**src/rtl/wb_result_mux_pkg.sv**
```systemverilog
// Shared definitions for the writeback result selector.
// - state_e: controller state encoding (IDLE=0, WAIT=1, HOLD=2).
// - SRC_*: bit positions in src_sel. The op_type decoder uses these to build the select.
package wb_result_mux_pkg;

  typedef enum logic [1:0] {
    StIdle = 2'd0,
    StWait = 2'd1,
    StHold = 2'd2
  } state_e;

  localparam int unsigned SRC_ALU   = 0;
  localparam int unsigned SRC_COND  = 1;
  localparam int unsigned SRC_RAM   = 2;
  localparam int unsigned SRC_STACK = 3;
  localparam int unsigned SRC_RET   = 4;

endpackage

```
**src/rtl/onehot_mux.sv**
```systemverilog
// Combinational AND-OR selector with select-shape flags.
// Ports:
//   sel      in  N        one-hot select (zero or multi-hot flagged, not rejected)
//   data     in  N*WIDTH  packed inputs, input i at [i*WIDTH +: WIDTH]
//   result   out WIDTH    OR of every input whose select bit is set
//   is_zero  out 1        no select bit set
//   is_multi out 1        more than one select bit set
module onehot_mux #(
  parameter int unsigned WIDTH = 32,
  parameter int unsigned N     = 5
) (
  input  logic [N-1:0]       sel,
  input  logic [N*WIDTH-1:0] data,
  output logic [WIDTH-1:0]   result,
  output logic               is_zero,
  output logic               is_multi
);

  always_comb begin
    result = '0;
    for (int i = 0; i < N; i++) begin
      result = result | (data[i*WIDTH +: WIDTH] & {WIDTH{sel[i]}});
    end
  end

  assign is_zero  = (sel == '0);
  // Clearing the lowest set bit leaves something only if two or more bits were set.
  assign is_multi = |(sel & (sel - {{(N-1){1'b0}}, 1'b1}));

endmodule

```
**src/rtl/wb_result_mux.sv**
```systemverilog
// Writeback result selector: picks one of N_SRC result sources with a one-hot select,
// waits for multi-cycle sources, and holds the registered result on a valid/ready
// handshake towards the register file.
// Ports:
//   clk, rst         clock (rising edge), asynchronous active-low reset
//   issue_valid/rdy  decoder offers a result slot / block accepts it
//   src_sel          one-hot source select, all-zero = no writeback
//   dest_reg         destination register tag
//   src_data         packed sources, source i at [i*WIDTH +: WIDTH]
//   src_valid        per-source data valid
//   wb_valid/ready   registered result handshake towards the register file
//   wb_data/wb_dest  registered result and tag
//   sel_err/tmo_err  sticky: multi-hot select accepted / wait timed out
//   err_clr          synchronous clear of both sticky flags
module wb_result_mux
  import wb_result_mux_pkg::*;
#(
  parameter int unsigned WIDTH    = 32,
  parameter int unsigned N_SRC    = 5,
  parameter int unsigned REG_BITS = 5,
  parameter int unsigned TIMEOUT  = 16
) (
  input  logic                   clk,
  input  logic                   rst,
  input  logic                   issue_valid,
  output logic                   issue_ready,
  input  logic [N_SRC-1:0]       src_sel,
  input  logic [REG_BITS-1:0]    dest_reg,
  input  logic [N_SRC*WIDTH-1:0] src_data,
  input  logic [N_SRC-1:0]       src_valid,
  output logic                   wb_valid,
  input  logic                   wb_ready,
  output logic [WIDTH-1:0]       wb_data,
  output logic [REG_BITS-1:0]    wb_dest,
  output logic                   sel_err,
  output logic                   tmo_err,
  input  logic                   err_clr
);

  localparam int unsigned TW = $clog2(TIMEOUT);

  state_e              state_q, state_d;
  logic [N_SRC-1:0]    sel_q, sel_d;
  logic [WIDTH-1:0]    data_q, data_d;
  logic [REG_BITS-1:0] dest_q, dest_d;
  logic [TW-1:0]       timer_q, timer_d;
  logic                sel_err_q, sel_err_d;
  logic                tmo_err_q, tmo_err_d;

  logic [N_SRC-1:0]    mux_sel;
  logic [WIDTH-1:0]    mux_data;
  logic                mux_zero, mux_multi;
  logic                src_ok;
  logic                accept;

  // While waiting, the live select may already belong to the next instruction.
  assign mux_sel = (state_q == StWait) ? sel_q : src_sel;

  onehot_mux #(
    .WIDTH (WIDTH),
    .N     (N_SRC)
  ) u_mux (
    .sel      (mux_sel),
    .data     (src_data),
    .result   (mux_data),
    .is_zero  (mux_zero),
    .is_multi (mux_multi)
  );

  assign src_ok = |(src_valid & mux_sel);

  always_comb begin
    state_d     = state_q;
    sel_d       = sel_q;
    data_d      = data_q;
    dest_d      = dest_q;
    timer_d     = timer_q;
    // Clear first so that a set event below overrides it.
    sel_err_d   = sel_err_q & ~err_clr;
    tmo_err_d   = tmo_err_q & ~err_clr;
    issue_ready = (state_q == StIdle) || ((state_q == StHold) && wb_ready);
    accept      = issue_valid && issue_ready;

    case (state_q)
      StIdle, StHold: begin
        if ((state_q == StHold) && wb_ready) begin
          state_d = StIdle;
        end
        if (accept) begin
          if (mux_zero) begin
            state_d = StIdle;
          end else if (mux_multi) begin
            sel_err_d = 1'b1;
            state_d   = StIdle;
          end else if (src_ok) begin
            data_d  = mux_data;
            dest_d  = dest_reg;
            sel_d   = src_sel;
            state_d = StHold;
          end else begin
            dest_d  = dest_reg;
            sel_d   = src_sel;
            timer_d = '0;
            state_d = StWait;
          end
        end
      end
      StWait: begin
        if (src_ok) begin
          data_d  = mux_data;
          state_d = StHold;
        end else if (timer_q == TW'(TIMEOUT - 1)) begin
          tmo_err_d = 1'b1;
          state_d   = StIdle;
        end else begin
          timer_d = timer_q + TW'(1);
        end
      end
      default: state_d = StIdle;
    endcase
  end

  always_ff @(posedge clk or negedge rst) begin
    if (!rst) begin
      state_q   <= StIdle;
      sel_q     <= '0;
      data_q    <= '0;
      dest_q    <= '0;
      timer_q   <= '0;
      sel_err_q <= 1'b0;
      tmo_err_q <= 1'b0;
    end else begin
      state_q   <= state_d;
      sel_q     <= sel_d;
      data_q    <= data_d;
      dest_q    <= dest_d;
      timer_q   <= timer_d;
      sel_err_q <= sel_err_d;
      tmo_err_q <= tmo_err_d;
    end
  end

  assign wb_valid = (state_q == StHold);
  assign wb_data  = data_q;
  assign wb_dest  = dest_q;
  assign sel_err  = sel_err_q;
  assign tmo_err  = tmo_err_q;

endmodule
```
**config.mk**
```make
export PLATFORM = sky130hd
export DESIGN_NAME = wb_result_mux
export DESIGN_NICKNAME = d
export VERILOG_FILES = /design/src/rtl/wb_result_mux_pkg.sv /design/src/rtl/onehot_mux.sv /design/src/rtl/wb_result_mux.sv
export SDC_FILE = /design/constraint.sdc
export NUM_CORES = 1
export LEC_CHECK = 0
export ABC_AREA = 0
export CAP_MARGIN = 20
export CORE_UTILIZATION = 35
export DETAILED_ROUTE_END_ITERATION = 6
export PLACE_DENSITY_LB_ADDON = 0.15
export SLEW_MARGIN = 10
export SYNTH_ARGS = -nofsm -noshare
export SYNTH_HDL_FRONTEND = slang
export SYNTH_SLANG_ARGS = --single-unit
```
**constraint.sdc**
```tcl
create_clock -name clk -period 3.2 [get_ports clk]
set_clock_uncertainty 0.1 [all_clocks]
set_input_delay 0.32 -clock clk [delete_from_list [all_inputs] [get_ports clk]]
set_output_delay 0.32 -clock clk [all_outputs]
set_load 0.05 [all_outputs]
```
# ---- Word level (Yosys, flattened, before mapping)
# Cells that the tools add are included.
dict set report totals {
  ff_bits 50
  in_bits 180
}
dict set report op_classes {
  n_reduce_logical 13
  addsub 2
  eq_ne 11
  n_bitwise 16
  muxes 28
}
# operator n
set op_table {}
lappend op_table {{32-bit bitwise AND} 5}
lappend op_table {{32-bit 2-to-1 mux} 4}
lappend op_table {{32-bit bitwise OR} 4}
lappend op_table {{32-bit case mux with 2 select lines} 1}
lappend op_table {{4-bit 2-to-1 mux} 6}
lappend op_table {{2-bit 2-to-1 mux} 7}
lappend op_table {{2-bit inequality test, second input constant} 6}
lappend op_table {{5-bit bitwise AND} 2}
lappend op_table {{5-bit OR reduction} 2}
lappend op_table {{4-bit case mux with 2 select lines} 1}
lappend op_table {{4-bit AND reduction} 2}
lappend op_table {{1-bit 2-to-1 mux} 7}
lappend op_table {{7-bit AND reduction} 1}
lappend op_table {{5-bit zero test} 1}
lappend op_table {{5-bit 2-to-1 mux} 1}
lappend op_table {{5-bit by 1-bit subtractor with 5-bit output, second input constant} 1}
lappend op_table {{4-bit by 1-bit adder with 4-bit output, second input constant} 1}
lappend op_table {{4-bit equality test, second input constant} 1}
lappend op_table {{2-bit case mux with 2 select lines} 1}
lappend op_table {{3-bit by 2-bit inequality test with 1-bit output, second input constant} 1}
lappend op_table {{3-bit inequality test, second input constant} 1}
lappend op_table {{1-bit inverter} 3}
lappend op_table {{1-bit bitwise AND} 2}
lappend op_table {{2-bit by 1-bit equality test with 1-bit output, second input constant} 1}
lappend op_table {{7 further kinds} 8}

# ---- Logic depth before layout (Yosys ltp)
dict set report logic_depth {
  ltp_word 12
  mapped_depth 8
  depth_no_buf 6
}

# ---- Modules after synthesis
# A second synthesis with hierarchy kept.
dict set report unflattened {
  hier_cells 266
  hier_area_um2 3062.9
}
# module area_per_inst_um2 instances seq_area_each_um2 cells_each
set modules_own_cells {}
lappend modules_own_cells {wb_result_mux 2239.6 1 1251.2 145}
lappend modules_own_cells {onehot_mux 823.3 1 0.0 121}

# ---- Least setup slack after synthesis
# OpenSTA, ideal clock, no wires.
dict set report synth_path {
  path_type {reg2reg}
  startpoint {reg state_q[0]}
  endpoint {reg data_q[10] (netlist: wb_data[10])}
  path_buffers 2
  path_stages_with_launch 9
  setup_time_ps 125
  period_less_slack_ps 2468
  slack_ps 732
  arrival_time_ps 2243
  path_cell_list {dfrtp_1 -> nor2b_1 -> buf_6 -> mux2_4 -> a222oi_1 -> and2_4 -> a21oi_4 -> buf_6 -> mux2_4}
}
dict set report synth_via {
  elab_chain_len 12
}
# element line_no
set synth_rtl {}
lappend synth_rtl {{start: declaration} wb_result_mux.sv:42} ;# state_e state_q, state_d;
lappend synth_rtl {{start signal: assignment} wb_result_mux.sv:125} ;# state_q <= StIdle;
lappend synth_rtl {{start signal: assignment} wb_result_mux.sv:133} ;# state_q <= state_d;
lappend synth_rtl {{2-bit by 1-bit equality test with 1-bit output} {wb_result_mux.sv:57, wb_result_mux.sv:84}}
lappend synth_rtl {{5-bit 2-to-1 mux} wb_result_mux.sv:57} ;# assign mux_sel = (state_q == StWait) ? sel_q : src_sel;
lappend synth_rtl {{32-bit bitwise AND} onehot_mux.sv:22} ;# result = result | (data[i*WIDTH +: WIDTH] & {WIDTH{sel[i]}});
lappend synth_rtl {{32-bit bitwise OR (4 in series)} onehot_mux.sv:22}
lappend synth_rtl {{32-bit 2-to-1 mux} {wb_result_mux.sv:95, wb_result_mux.sv:109}}
lappend synth_rtl {{32-bit 2-to-1 mux} wb_result_mux.sv:92} ;# end else if (mux_multi) begin
lappend synth_rtl {{32-bit 2-to-1 mux} wb_result_mux.sv:90} ;# if (mux_zero) begin
lappend synth_rtl {{32-bit 2-to-1 mux} wb_result_mux.sv:89} ;# if (accept) begin
lappend synth_rtl {{32-bit case mux with 2 select lines} wb_result_mux.sv:84} ;# case (state_q)
lappend synth_rtl {{end signal: assignment} wb_result_mux.sv:135} ;# data_q <= data_d;
lappend synth_rtl {{end: declaration} wb_result_mux.sv:44} ;# logic [WIDTH-1:0] data_q, data_d;
# Several ways; a longest one is shown, not always the timed one. The select of a mux whose other input is x is not followed.
# A chain may end at the register's enable or synchronous reset.

# ---- Worst setup path in the final report
dict set report layout_path {
  startpoint {reg state_q[0]}
  endpoint {reg data_q[21] (netlist: wb_data[21])}
}
# Same word-level chain as after synthesis.

==> reports/results.txt <==
layout net count = 675
Slew Limit Fails = 0
Hold Path End = sel_err
Fmax = 0.344 GHz
syn_area_per_cell = 11.2 um^2
final RePlAce weighted congestion = 0.808
crit end category = flip-flop
crit path cell chain = nor2b_1 > buf_4 > mux2_4 > a222oi_1 > and2_4 > a21oi_4 > buf_4 > mux2_4
# placed instances = 594
met2 GRT Util = 41.3%
Final Cycle Share = 90.9%
Post-Layout Cell Count = 603
RSZ-0062 raised after global routing = false
clock buffer depth = 2
family with the most delay on the worst path = multiplexers
Slew @ Worst Pin = 651 ps
r2r setup slk = 290 ps
I/O pins = 221
drt first-iter violations = 222
die span in x = 96.6 um
H-tree depth = 2
Site Rows = 34
die area = 0.00932 mm^2
drt drc = 1
Die Y = 96.6 um
first-pass GRT wire length = 16.3 mm
Fillers = 715
Final Hold Fails = 0
Distinct cells, synth = 41
yosys warns = 0
GR peak layer = met2
TNS Setup = 0 ps
Routed Antenna Nets = 0
input/output buffers = 220
Clock Sinks = 50
Worst EP arrival = 3000 ps
commonest cells after routing, fill and taps aside = 219 x clkdlybuf4s50_1, 50 x dfrtp_1, 35 x nand2_1
GRT Total Usage = 23.3%
detailed-router iteration count before antenna repair = 7
cell count of the worst hold path = 1
GRT met1 Usage = 27.6%
mapped cell area = 0.00313 mm^2
Final Instance Area = 0.00558 mm^2
cell count after synthesis = 280
worst hold start = sel_err
Area Overhead vs Synth = 78.2%
run status = finished with violations
CTS tree = done
Max IR drop VDD = 338 uV
fraction of layout cells with a size suffix above 1 = 13.7%
total wire length = 11.0 mm
largest net degree at the start of global routing = 51
Worst Path Max Fanout = 34
Finish-stage setup viols = 0
met3 Use GR = 5.24%
max incr delay on CP = 570 ps
failing checks = DRC
Synthesized Nets = 461
Buf/Inv on CP = 2
routed len/inst = 18.2 um
sequential-to-total area share from yosys stat = 40.0%
commonest non-fill, non-tap cell in the layout = clkdlybuf4s50_1
r2r startpoint = state_q[0]
Seq cells post-synth = 50
routed vias = 3,345
power density cells = 657 mW/mm^2
worst min path class = flip-flop to flip-flop
Leakage = 2.25 nW
Reg2Reg Depth = 8
critical setup path kind = flip-flop to flip-flop
root buf cell = clkbuf_8
vias in the first global route = 3,347
min Tclk post-route = 2910 ps
crit path from = state_q[0]
RR Endpoint = wb_data[21]
Core Area = 0.00868 mm^2
grt total ovfl = 0
initial antenna violation count = 0
Initial Util = 36.1%
worst skew pair latency = 310 ps
Cell Area, Placed = 0.00542 mm^2
Startpoint Class = flip-flop
Crit-path slowest cell = a222oi_1
ANT cells = 0
Clock transition at path regs = 100 ps
CTS Buf Count = 5
hpwl dp = 8.29 mm
Max transition margin = 56.6%
Fin Hold WS = 386 ps
number of cells on the critical path = 8
Required @ worst endpoint = 3290 ps
# Max-Cap Violations = 0
via density per instance = 5.55
power breakdown:
part	switching, mW	internal, mW	leakage (nW)
clock network	0.222	0.334	0.0714
logic	1.16	0.908	1.61
registers	0.170	0.872	0.573
sequential cells by signal, summed over array words and instances, names as in the netlist:
signal,count
wb_data,32
sel_q,5
wb_dest,5
timer_q,4
state_q,2
sel_err,1
tmo_err,1
Yosys cell counts, drive strengths merged:
| cell type | number | area, um^2 |
|---|---|---|
| a211o | 1 | 8.76 |
| a211oi | 1 | 7.51 |
| a21o | 2 | 15.0 |
| a21oi | 7 | 50.1 |
| a222oi | 33 | 330 |
| a22o | 1 | 8.76 |
| a22oi | 33 | 248 |
| a31oi | 1 | 6.26 |
| a32o | 1 | 10.0 |
| and2 | 1 | 8.76 |
| and3 | 5 | 31.3 |
| buf | 7 | 57.6 |
| clkbuf | 15 | 56.3 |
| dfrtp | 50 | 1250 |
| ha | 1 | 12.5 |
| inv | 3 | 11.3 |
| mux2 | 47 | 642 |
| mux2i | 3 | 30.0 |
| nand2 | 35 | 131 |
| nand2b | 3 | 18.8 |
| nand3 | 3 | 15.0 |
| nand4b | 1 | 8.76 |
| nor2 | 5 | 18.8 |
| nor2b | 3 | 18.8 |
| nor3 | 1 | 5.00 |
| nor4bb | 1 | 10.0 |
| o21ai | 4 | 20.0 |
| o22ai | 1 | 6.26 |
| o311ai | 1 | 8.76 |
| o31a | 1 | 8.76 |
| o31ai | 2 | 15.0 |
| o32ai | 2 | 17.5 |
| or3 | 1 | 6.26 |
| or3b | 1 | 8.76 |
| xnor2 | 2 | 17.5 |
| xor2 | 1 | 8.76 |
how the worst max path moves through the flow:
stage	end	slack, ps
6_report	wb_data[21]	290
5_1_grt	wb_data[6]	180
4_1_cts	wb_data[27]	310
3_5_place_dp	wb_data[28]	300
3_3_place_gp	wb_data[23]	350
2_1_floorplan	wb_data[10]	730
routing by layer:
layer	share of wire, %	up-vias
li1	-	1557
met1	39	1633
met2	53	133
met3	5.9	22
met4	2.7	0
met5	0	-
cells by family after synthesis:
family,after synthesis,synth area share [%]
AO/OA/AOI/OAI,91,24.3
XOR/XNOR,3,0.840
adder cells (fa/ha/maj),1,0.400
buffers and inverters,25,4.00
flip-flops,50,40.0
multiplexers,50,21.5
AND/OR/NAND/NOR,60,9.00
cell type report:
type / instances / area (um^2) / area share (%)
Inverter: 3 / 11.3 / 0.202
Timing Repair Buffer: 229 / 2280 / 40.9
Clock inverter: 2 / 60.1 / 1.08
Sequential cell: 50 / 1250 / 22.4
Tap cell: 108 / 135 / 2.42
Clock buffer: 6 / 82.6 / 1.48
Multi-Input combinational cell: 205 / 1750 / 31.4
stage by stage:
stage / setup slack, ps / util, % / power, mW
after global placement: 351 / 62.5 / 3.09
after floorplan: 732 / - / 2.28
after detailed placement: 304 / 62.5 / 3.12
after global routing: 176 / 64.2 / 3.82
final: 293 / 64.2 / 3.67
after CTS: 310 / 64.1 / 3.68
timing repair:
action | in CTS | in global routing
resized for setup | 0 | 0
setup buffers | 0 | 0
hold buffers | 0 | 1
hold endpoints to repair | 0 | 50
No activity file was read; power rests on OpenSTA's default activity.
==> variant 1 (same flow settings) <==
Register the output `sel_err` once more; this adds one clock of latency there. The other outputs are not delayed to match.
--- a/src/rtl/wb_result_mux.sv
+++ b/src/rtl/wb_result_mux.sv
@@ -143,7 +143,9 @@
   assign wb_valid = (state_q == StHold);
   assign wb_data  = data_q;
   assign wb_dest  = dest_q;
-  assign sel_err  = sel_err_q;
+  always_ff @(posedge clk) begin
+    sel_err <= sel_err_q;
+  end
   assign tmo_err  = tmo_err_q;
 
 endmodule
Formal check against the unedited RTL: not equivalent (a bounded check fails within 4 cycles, from zero or initial values and one cycle with rst low).
==> variant 1 against the unedited design <==
  * The run still ends with design-rule violations left
  * Total power fell by 4.5%
  * Core utilization fell by 0.56 points
  * Wire length fell by 1.9%
  * Global-route usage fell by 0.66 points
  * First-iteration DRC count fell by 11%
  * Setup slack got worse by 0.0012 ns
  * Cell area fell by 0.38%
  * Hold slack got worse by 0.11 ns
  * Sequential cell count rose by 1
  * Die area rose by 0.62%
  * Synthesized area rose by 0.64%
  * Critical endpoint is now wb_data[8]
  * Largest power group unchanged
==> variant 1: results (changes against the unedited design) <==
Status
  – Outcome: finished, violations left
  – Failing checks: design-rule violations

Placement
  – Post-DP HPWL: 8.25 mm (-0.50%)
  – GP Congestion: 0.815 (+0.84%)
  – Pre-CTS setup slack: 0.336 ns (+0.0315 ns)

Final layout
  – Layout Cells excl Fill: 606 (+0.50%)
  – Fin nets: 678 (+0.44%)
  – Fraction of layout cells with a size suffix above 1: 0.141 (+0.00319)
  – Final-layout fill cell count: 717 (+0.28%)

Setup path
  – Slowest stage delay, CP: 0.46 ns (-0.11 ns)
  – Critical path fanouts, max: 18 (-47%)

Synthesis
  – Sequential fraction of the synthesis area: 0.404 (+0.00382)
  – Post-synthesis mux area share: 0.213 (-0.00136)
  – Unique cell type count in the Yosys netlist: 42 (+2.4%)
  – Complex-gate fraction of the synthesized area: 0.242 (-0.00155)
  – Synth Area in Adders: 0.00397 (-0.0000254)
  – Post-synthesis xor/xnor area fraction: 0.00834 (-0.0000534)
  – Syn nets: 462 (+0.22%)
  – Synth area leaders: dfrtp_1, mux2_4, a222oi_1, a22oi_1, mux2_2

Detailed routing
  – # DRC: 2 (+1)
  – Final WL: 10.8 mm (-1.9%)
  – Iteration-0 DRC Markers: 197 (-11%)
  – Vias per inst: 5.49 (-1.1%)

Timing
  – FMAX: 0.344 GHz (about the same)
  – Hold WS: 0.279 ns (-0.107 ns)
  – Relative slew slack: 0.567 (about the same)

Global route
  – First-pass GRT wire length: 17.1 mm (+5.2%)
  – GR Util All Layers: 0.227 (-0.00661)

Pwr
  – Peak supply drop: 0.000297 V (-12%)
  – Static Leakage: 2.24 nW (-0.40%)

Worst hold path
  – Hold Path Stages: 0 (-1)
==> variant 1: metrics by stage <==
step                      cell area, µm²  utilization
after floorplan                     3150            -
after global placement              5440        0.624
after detailed placement            5440        0.624
after CTS                           5540        0.635
after global routing                5550        0.637
final                               5550        0.637
==> variant 1: layer usage <==
metal  wire, µm  GRT usage  vias to the layer above
met5          0          0                        -
met4        297     0.0861                        0
met3        598     0.0499                       21
met2       5630      0.414                      140
met1       4260      0.256                     1607
li1           -          -                     1558
==> variant 1: layout make-up <==
| class | count | share of cell area |
|---|---|---|
| timing repair buffer | 231 | 0.411 |
| multi-input combinational | 205 | 0.316 |
| sequential | 51 | 0.229 |
| tap | 108 | 0.0243 |
| clock buffer | 6 | 0.0149 |
| clock inverter | 2 | 0.00293 |
| inverter | 3 | 0.00203 |
==> variant 1: what timing repair did <==
item	in CTS	in global routing
gates resized for setup	0	0
endpoints found under the setup margin	0	0
hold buffers	0	1
endpoints found under the hold margin	0	49
==> variant 1: power by group <==
group / total (mW) / leakage, nW / internal (mW) / switching (mW)
Sequential: 1.05 / 0.581 / 0.886 / 0.162
Clock: 0.398 / 0.0474 / 0.177 / 0.221
Combinational: 2.05 / 1.61 / 0.907 / 1.15
==> variant 1: kinds of logic (layout without fill, tap and decap cells) <==
| logic type | count (synthesis) | after routing |
|---|---|---|
| AOI/OAI and AO/OA | 91 | 91 |
| xor gates and xnor gates | 3 | 3 |
| adders and majority gates | 1 | 1 |
| buffers and inverters | 25 | 242 |
| DFF | 51 | 51 |
| muxes | 50 | 50 |
| and+or+nand+nor | 60 | 60 |
==> variant 1: path summary, 6_finish.rpt <==
| kind | endpoint | start |
|---|---|---|
| worst max-delay path | wb_data[8] | state_q[0] |
| worst min-delay path | sel_err | sel_err_q |
| worst max register to register | wb_data[8] | state_q[0] |
| worst min register to register | sel_err | sel_err_q |
| max in group asynchronous | wb_data[0] | rst |
| min in group asynchronous | wb_dest[3] | rst |
==> variant 2 (same flow settings) <==
Made on the original files. `WIDTH` is set to 32 in 2 places; all go to 48.
--- a/src/rtl/onehot_mux.sv
+++ b/src/rtl/onehot_mux.sv
@@ -6,7 +6,7 @@
 //   is_zero  out 1        no select bit set
 //   is_multi out 1        more than one select bit set
 module onehot_mux #(
-  parameter int unsigned WIDTH = 32,
+  parameter int unsigned WIDTH = 48,
   parameter int unsigned N     = 5
 ) (
   input  logic [N-1:0]       sel,
--- a/src/rtl/wb_result_mux.sv
+++ b/src/rtl/wb_result_mux.sv
@@ -15,7 +15,7 @@
 module wb_result_mux
   import wb_result_mux_pkg::*;
 #(
-  parameter int unsigned WIDTH    = 32,
+  parameter int unsigned WIDTH    = 48,
   parameter int unsigned N_SRC    = 5,
   parameter int unsigned REG_BITS = 5,
   parameter int unsigned TIMEOUT  = 16
Ports: changed (resized src_data and wb_data); port bits go from 221 to 317. No check against the original RTL was run, so the function may have changed too.
==> variant 2 against the unedited design <==
  * The run still ends with design-rule violations left
  * Sequential cell count grew 16
  * Cell area grew 37%
  * Combinational power grew 32%
  * Total power grew 37%
  * Wire length grew 53%
  * Synthesized area grew 29%
  * Setup slack lost 0.11 ns
  * First-iteration DRC count grew 110%
  * Highest routed layer unchanged
==> variant 2: results (changes against the unedited design) <==
Detailed routing
  – Met2 WL: 8.43 mm (+45%)
  – # DRC: 1 (unchanged)
  – Iteration-0 DRC Markers: 470 (+110%)
  – Via count: 4,738 (+42%)

Global route
  – Largest net degree at the start of global routing: 49 (-3.9%)
  – GR Util All Layers: 0.267 (+0.0341)
  – Met1 Track Usage GR: 0.310 (+0.0341)
  – Met3 GRT Util: 0.0593 (+0.00685)

Placement
  – Port Buffers: 316 (+44%)
  – Post-DP HPWL: 13.3 mm (+60%)
  – GP Congestion: 0.877 (+8.5%)

Setup path
  – Critical path fanouts, max: 21 (-38%)
  – R2R Setup Slk: 0.19 ns (-0.11 ns)
  – Worst reg2reg path depth: 7 (-1)

Pwr
  – Peak supply drop: 0.000494 V (+46%)
  – Switch share: 0.430 (+0.00627)
  – Clk pwr: 0.955 mW (+72%)
  – Cell Pwr Density: 658 mW/mm² (about the same)
  – Combinational power share: 0.542 (-0.022)

Status
  – Outcome: finished, violations left
  – Failing checks: design-rule violations

Final layout
  – Layout Cells excl Fill: 839 (+39%)
  – Fin nets: 955 (+41%)

Synthesis
  – Unique cell type count in the Yosys netlist: 38 (-7.3%)
  – Sequential fraction of the synthesis area: 0.408 (+0.00858)

Clocking
  – Clock transition at path regs: 0.06 ns (-0.04 ns)

Timing
  – Worst-Margin Slew: 0.871 ns (+0.220 ns)
[variant 2: worst max-delay path by stage]
stage,slack [ns],end,from,depth (start not counted)
global route,0.002,wb_data[27],state_q[1],7
CTS,0.18,wb_data[27],state_q[0],7
global placement,0.34,wb_data[20],state_q[0],7
detailed placement,0.20,wb_data[16],state_q[1],7
finish,0.19,wb_data[20],state_q[1],7
floorplan,0.63,wb_data[39],state_q[0],9
[variant 2: worst register-to-register path: stages (launching register included)]
cell and delay, ns:
dfrtp_1 0.42, nand2b_1 0.47, mux2_2 0.42, a222oi_1 0.34, nand2_1 0.26, o311ai_4 0.15
buf_4 0.35, mux2_2 0.39
[variant 2: logic make-up (layout without fill, tap and decap cells)]
| kind of cell | count (synthesis) | count (layout) | synth area share |
|---|---|---|---|
| compound gates | 126 | 126 | 0.265 |
| xor+xnor | 2 | 2 | 0.00433 |
| fa+ha+maj | 1 | 1 | 0.00309 |
| buf+inv | 41 | 357 | 0.0476 |
| flops | 66 | 66 | 0.408 |
| mux | 68 | 68 | 0.189 |
| simple gates | 79 | 79 | 0.0829 |
[variant 2: cell type report]
type	count	area (µm²)	area share
clock buffer	9	225	0.0294
clock inverter	7	68.8	0.00900
inverter	8	30.0	0.00393
multi-input combinational	276	2200	0.288
sequential	66	1650	0.216
tap	140	175	0.0229
timing repair buffer	333	3300	0.431
[variant 2: stage by stage]
| stage | utilization | area, µm² |
|---|---|---|
| floorplan | - | 4040 |
| global placement | 0.665 | 7330 |
| detailed placement | 0.665 | 7330 |
| CTS | 0.691 | 7630 |
| global route | 0.693 | 7650 |
| finish | 0.693 | 7650 |
